[src/rtl/traffic_light_pkg.sv]
// Shared phase encoding and default timing for the two-way traffic light controller.
package traffic_light_pkg;

   typedef enum logic [2:0] {
      N_GRN,
      N_YLW,
      RED_A,
      W_GRN,
      W_YLW,
      RED_B
   } state_t;

   localparam int DEF_GRN_CYCLES     = 8;
   localparam int DEF_MIN_GRN_CYCLES = 4;
   localparam int DEF_YLW_CYCLES     = 3;
   localparam int DEF_ALLRED_CYCLES  = 2;

   function automatic int max2(input int a, input int b);
      return (a > b) ? a : b;
   endfunction

   function automatic state_t next_phase(input state_t s);
      case (s)
         N_GRN:   return N_YLW;
         N_YLW:   return RED_A;
         RED_A:   return W_GRN;
         W_GRN:   return W_YLW;
         W_YLW:   return RED_B;
         default: return N_GRN;
      endcase
   endfunction

endpackage

[src/rtl/traffic_light_top_ped_request_latch.sv]
// Sticky pedestrian request flag; a press on the clearing edge keeps it set.
module ped_request_latch (
   input  logic clk,
   input  logic rst,
   input  logic set,
   input  logic clear,
   output logic pending
);

   logic pending_q;

   always_ff @(posedge clk or posedge rst) begin
      if (rst)        pending_q <= 1'b0;
      else if (set)   pending_q <= 1'b1;
      else if (clear) pending_q <= 1'b0;
   end

   assign pending = pending_q;

endmodule

[src/rtl/traffic_light_top.sv]
// Two-direction traffic light: six-phase Moore FSM with pedestrian-shortened greens.
module traffic_light_top
   import traffic_light_pkg::*;
#(
   parameter int GRN_CYCLES     = DEF_GRN_CYCLES,
   parameter int MIN_GRN_CYCLES = DEF_MIN_GRN_CYCLES,
   parameter int YLW_CYCLES     = DEF_YLW_CYCLES,
   parameter int ALLRED_CYCLES  = DEF_ALLRED_CYCLES
) (
   input  logic clk,
   input  logic reset_n,        // active-high despite the name
   input  logic north_ped_sig,
   input  logic west_ped_sig,
   output logic red_0,
   output logic ylw_0,
   output logic grn_0,
   output logic red_1,
   output logic ylw_1,
   output logic grn_1,
   output logic debug
);

   localparam int MAX_CYC = max2(max2(GRN_CYCLES, MIN_GRN_CYCLES), max2(YLW_CYCLES, ALLRED_CYCLES));
   localparam int CNT_W   = $clog2(MAX_CYC + 1);

   state_t           state_q, state_d;
   logic [CNT_W-1:0] dwell_q, dwell_d;
   logic             north_pend, west_pend;
   logic             leave;
   int               limit;

   always_comb begin
      case (state_q)
         N_GRN:   limit = north_pend ? MIN_GRN_CYCLES : GRN_CYCLES;
         W_GRN:   limit = west_pend  ? MIN_GRN_CYCLES : GRN_CYCLES;
         N_YLW,
         W_YLW:   limit = YLW_CYCLES;
         default: limit = ALLRED_CYCLES;
      endcase
      // >= rather than == so a request landing after the minimum ends green at once
      leave   = int'(dwell_q) >= (limit - 1);
      state_d = leave ? next_phase(state_q) : state_q;
      dwell_d = leave ? '0 : dwell_q + CNT_W'(1);
   end

   always_ff @(posedge clk or posedge reset_n) begin
      if (reset_n) begin
         state_q <= RED_B;
         dwell_q <= '0;
      end else begin
         state_q <= state_d;
         dwell_q <= dwell_d;
      end
   end

   ped_request_latch u_north_latch (
      .clk     (clk),
      .rst     (reset_n),
      .set     (north_ped_sig),
      .clear   ((state_q == N_YLW) && leave),
      .pending (north_pend)
   );

   ped_request_latch u_west_latch (
      .clk     (clk),
      .rst     (reset_n),
      .set     (west_ped_sig),
      .clear   ((state_q == W_YLW) && leave),
      .pending (west_pend)
   );

   assign grn_0 = (state_q == N_GRN);
   assign ylw_0 = (state_q == N_YLW);
   assign red_0 = ~(grn_0 | ylw_0);
   assign grn_1 = (state_q == W_GRN);
   assign ylw_1 = (state_q == W_YLW);
   assign red_1 = ~(grn_1 | ylw_1);
   assign debug = north_pend | west_pend;

endmodule

[config.mk]
export PLATFORM = sky130hd
export DESIGN_NAME = traffic_light_top
export DESIGN_NICKNAME = d
export VERILOG_FILES = /design/src/rtl/traffic_light_pkg.sv /design/src/rtl/traffic_light_top_ped_request_latch.sv /design/src/rtl/traffic_light_top.sv
export SDC_FILE = /design/constraint.sdc
export NUM_CORES = 1
export LEC_CHECK = 0
export CORE_MARGIN = 2
export CORE_UTILIZATION = 30
export DETAILED_ROUTE_END_ITERATION = 10
export GPL_TIMING_DRIVEN = 0
export HOLD_SLACK_MARGIN = 0.06
export SLEW_MARGIN = 5
export SYNTH_ARGS = -nofsm -noshare
export SYNTH_HDL_FRONTEND = slang
export SYNTH_SLANG_ARGS = --single-unit
[constraint.sdc]
create_clock -name clk -period 2.97 [get_ports clk]
set_input_delay 0.594 -clock clk [delete_from_list [all_inputs] [get_ports clk]]
set_output_delay 0.594 -clock clk [all_outputs]
set_load 0.02 [all_outputs]
# After elaboration in Yosys (flattened, before gate mapping)
# Index checks and enable logic that the tools add are counted.
# totals
latchBits	0
elab_cells	31
rom_bits	0
memories	0
ff_bits	9
out_inout_bits	7
inputBits	4
ram_bits	0
# op_classes
addsub	2
n_div	0
muxes	9
n_reduce_logical	6
n_bitwise	5
magnitude_cmp	1
mul	0
n_eq_ne	4
n_shift	0
# ops
operator	count
$ge 5x32->1	1
$sub 32x2->32 const B	1
$pmux 3 s5	1
$mux 4	3
$pmux 4 s3	1
$eq 3x2->1 const B	2
$add 4x1->4 const B	1
$mux 1	4
$reduce_bool 2->1	2
$eq 3x1->1 const B	1
$eq 3x3->1 const B	1
$logic_not 3->1	1
$or 1x1->1	3
$logic_and 1x1->1	2
$not 1->1	2
$reduce_or 2->1	1

# Logic depth before layout (Yosys ltp)
# logic_depth
word_depth	8
ltp_mapped	10
ltp_nobuf	8

# By module
# From an unflattened synthesis, not the netlist that was laid out.
# unflattened
cells_unflattened	67
area_unflattened_um2	633.1
# modules_own_cells
module	cells_each	seq_area_each_um2	area_per_inst_um2	n_inst
traffic_light_top	59	177.7	553.0	1
ped_request_latch	4	25.0	40.0	2

# Worst setup path before layout
# OpenSTA, ideal clock, no wires.
# synth_path
path_kind	register to register
start	register state_q[2]
end	register state_q[0]
required_ps	2888
n_path_buf	2
stages_incl_launch_ff	10
slack_ps	198
setup_ps	82
period_less_slack_ps	2772
t_arrival_ps	2690
cell_sequence	dfstp_2 > buf_2 > nor3b_1 > nor2_1 > ha_1 > nor2b_2 > o21ai_2 > a211o_1 > buf_6 > mux2_4
# synth_via
elab_chain_cells	5
elab_cells_between_ends	10
classes_between	add/sub: 1; order compare: 1; eq/ne: 4; mux: 2; reduce/logical: 2
# synth_lines
item	line	rtl
start: declaration	traffic_light_top.sv:26	state_t state_q, state_d;
start signal: assignment	traffic_light_top.sv:51	state_q <= state_d;
$eq 3x3->1 (*)	n/a	
via ylw_1	traffic_light_top.sv:18	output logic ylw_1,
$reduce_or 2->1	traffic_light_top.sv:33	case (state_q)
$pmux 4 s3	traffic_light_top.sv:33	
$sub 32x2->32	traffic_light_top.sv:41	leave = int'(dwell_q) >= (limit - 1);
$ge 5x32->1	traffic_light_top.sv:41	
# Mark *: on every way through the listed nets, which the timed path passes. The rest lies on a longest branch.
# A chain may end at the register's enable or synchronous reset.

# Worst setup path in the final report
# layout_path
start	register state_q[0]
end	output port ylw_0
# layout_via
elab_chain_cells	1
# layout_lines
item	line	rtl
$eq 3x1->1	traffic_light_top.sv:73	assign ylw_0 = (state_q == N_YLW);
end: declaration	traffic_light_top.sv:15	output logic ylw_0,
# Every way passes these cells.

==> out/metrics.cfg <==
[cts]
cts_root_buf = clkbuf_4
cts_buffers = 3
cts_buffer_depth = 2
cts.clk_slew.worst_paths_ns = 0.06
ctsHoldBuffers = 0
clkLatencyLatePin_ns = 0.26
cts_sinks = 9
postCtsSetupBuffers = 0
cts_tree = yes
cts_resized = 0
cts_htree_levels = 1

[synth]
synth.avg_cell_area_um2 = 9.28
synth_fp_nets = 75
yosysTopAreaCellShare = 0.290
synth_area_leaders = dfrtp_1 (29%), ha_1 (12%), dfstp_2 (8.7%)
ys_warn_count = 0
synth_largest_area_cell = dfrtp_1
syn_inst = 65
synth-seq-area-share = 0.378
synth_cell_types = 28
yosys_register_bits = 9
netlist_area_um2 = 603

[global_routing]
grt.total_usage = 0.119
grt_pass1_vias = 481
grt_max_degree = 11
antenna_found_initial = 0
grt_pass1_wl_um = 2130
grt_overflow_total = 0

[run]
maxCapViolations = 0

[floorplan]
core_area_um2 = 1920
start_util = 0.314
die-area_um2 = 2380
die_w_um = 48.8
ios = 11
fp.dieH_um = 48.8
rows = 16

[finish]
nNetsFinal = 90
final_common_cell = clkdlybuf4s50_1
final_util = 0.397
nFillCells = 216
drive_above_1_share = 0.203
num_antenna_cells = 0
layout_common_cells = clkdlybuf4s50_1 (10), nor2_1 (9), inv_1 (8)
syn2layout_area_growth_pct = 26.6

[pwr]
p_leak_nw = 0.356
fin_total_pwr_uw = 968
vdd_ir_drop_max_mv = 0.581
powerDensity_nw_per_um2 = 1270

[run_status]
outcome = complete, no violations

[timing]
finalHoldViolCount = 0
period_needed_ns = 2.80
slew_headroom = 0.620
post-route-period-util = 0.943
fin_setup_tns_ns = 0
tightestPinTransition_ns = 0.568
fin_ws_ns = 0.170
fin_hold_ws_ns = 0.486
fin_skew_ns = 0.00411
fmax_ghz = 0.357
grt_setup_unrepaired = false
report.final.slew_viol_count = 0
setup_viol = 0

[route]
drtIter0Drc = 8
totalWireLength_um = 1200
drc_errors = 0
drtAntennaViolNets = 0
vias_per_cell = 4.73
num_vias = 501
wire_per_inst_um = 11.3
drt-pass1-iter-count = 4

[placement]
dp_hpwl_um = 876
port_buffers = 10
place_congestion = 0.782
pre_cts_ws_ns = 0.338

[critical_path]
path_cells = buf_2 -> nor3b_1 -> clkdlybuf4s50_1
cp_slowest_cell = clkdlybuf4s50_1
required_ns = 2.38
cp_num_buf_inv = 2
cp-start-kind = register
critPathMaxFanout = 10
path_class = register to output port
cpPeakStageDelay_ns = 0.71
critPathTopFamily = buffers and inverters
end_kind = output port
worst_ep_arrival_time_ns = 2.21

[worst_hold_path]
hp-class = register to register

==> logic make-up after synthesis <==
| family | count (synthesis) | synth area share |
|---|---|---|
| AO/OA/AOI/OAI | 13 | 0.158 |
| XOR/XNOR | 2 | 0.0291 |
| adder cells (fa/ha/maj) | 6 | 0.124 |
| buffers and inverters | 12 | 0.0934 |
| flip-flops | 9 | 0.378 |
| multiplexers | 1 | 0.0249 |
| AND/OR/NAND/NOR | 22 | 0.193 |
==> state kept, by name (all words and copies together) (netlist names) <==
signal and cells:
dwell_q 4, state_q 3, u_north_latch.pending 1, u_west_latch.pending 1
==> through the flow <==
stage / std cells / area [um2]
floorplan: 65 / 603
global placement: 102 / 737
detailed placement: 102 / 737
CTS: 106 / 763
global route: 106 / 763
finish: 106 / 763
==> layout make-up <==
class | count | area (um2) | area share
multi-input combinational | 44 | 319 | 0.418
inverter | 8 | 30.0 | 0.0393
timing repair buffer | 10 | 100 | 0.131
buffer | 4 | 26.3 | 0.0344
clock buffer | 4 | 26.3 | 0.0344
sequential | 9 | 228 | 0.298
tap | 27 | 33.8 | 0.0443
==> synthesized netlist by cell type <==
cell type,instances
nand2b_1,1
xnor2_1,1
nor3b_2,1
dfstp_2,2
a211o_1,2
nor2_1,9
o211ai_1,1
or2_2,2
a31oi_1,2
nand2_1,3
o22ai_1,1
a21oi_2,1
nor3b_1,2
buf_6,1
nor4_1,1
a21oi_1,3
o21ai_2,1
ha_1,6
inv_1,8
dfrtp_1,7
xor2_1,1
mux2_4,1
nor2b_2,1
nand3_1,1
nor3_1,1
buf_2,3
a2111oi_0,1
a32o_1,1
==> metal layers <==
metal  wire length [um]  part of all wire  up-vias  GRT usage
li1                   -                 -      250          -
met1                592              0.49      228      0.146
met2                509              0.42       19      0.176
met3                 59             0.049        4     0.0276
met4                 38             0.032        0      0.100
met5                  0                 0        -          0
==> path summary, 6_finish.rpt <==
path | cells after the start | endpoint | slack (ns) | start
max | 3 | ylw_0 | 0.17 | state_q[0]
min | 1 | dwell_q[0] | 0.49 | dwell_q[0]
max reg2reg | 9 | state_q[1] | 0.32 | state_q[0]
min reg2reg | 1 | dwell_q[0] | 0.49 | dwell_q[0]
max in group asynchronous | 2 | state_q[0] | 2.06 | reset_n
min in group asynchronous | 2 | state_q[1] | 0.60 | reset_n
==> report_power, final <==
part / leakage, nW / switching, mW / total (mW) / internal [mW]
Combinational: 0.238 / 0.347 / 0.661 / 0.314
Clock: 0.0150 / 0.0445 / 0.0963 / 0.0519
Sequential: 0.103 / 0.0280 / 0.211 / 0.183
(Power assumes the default switching activity.)
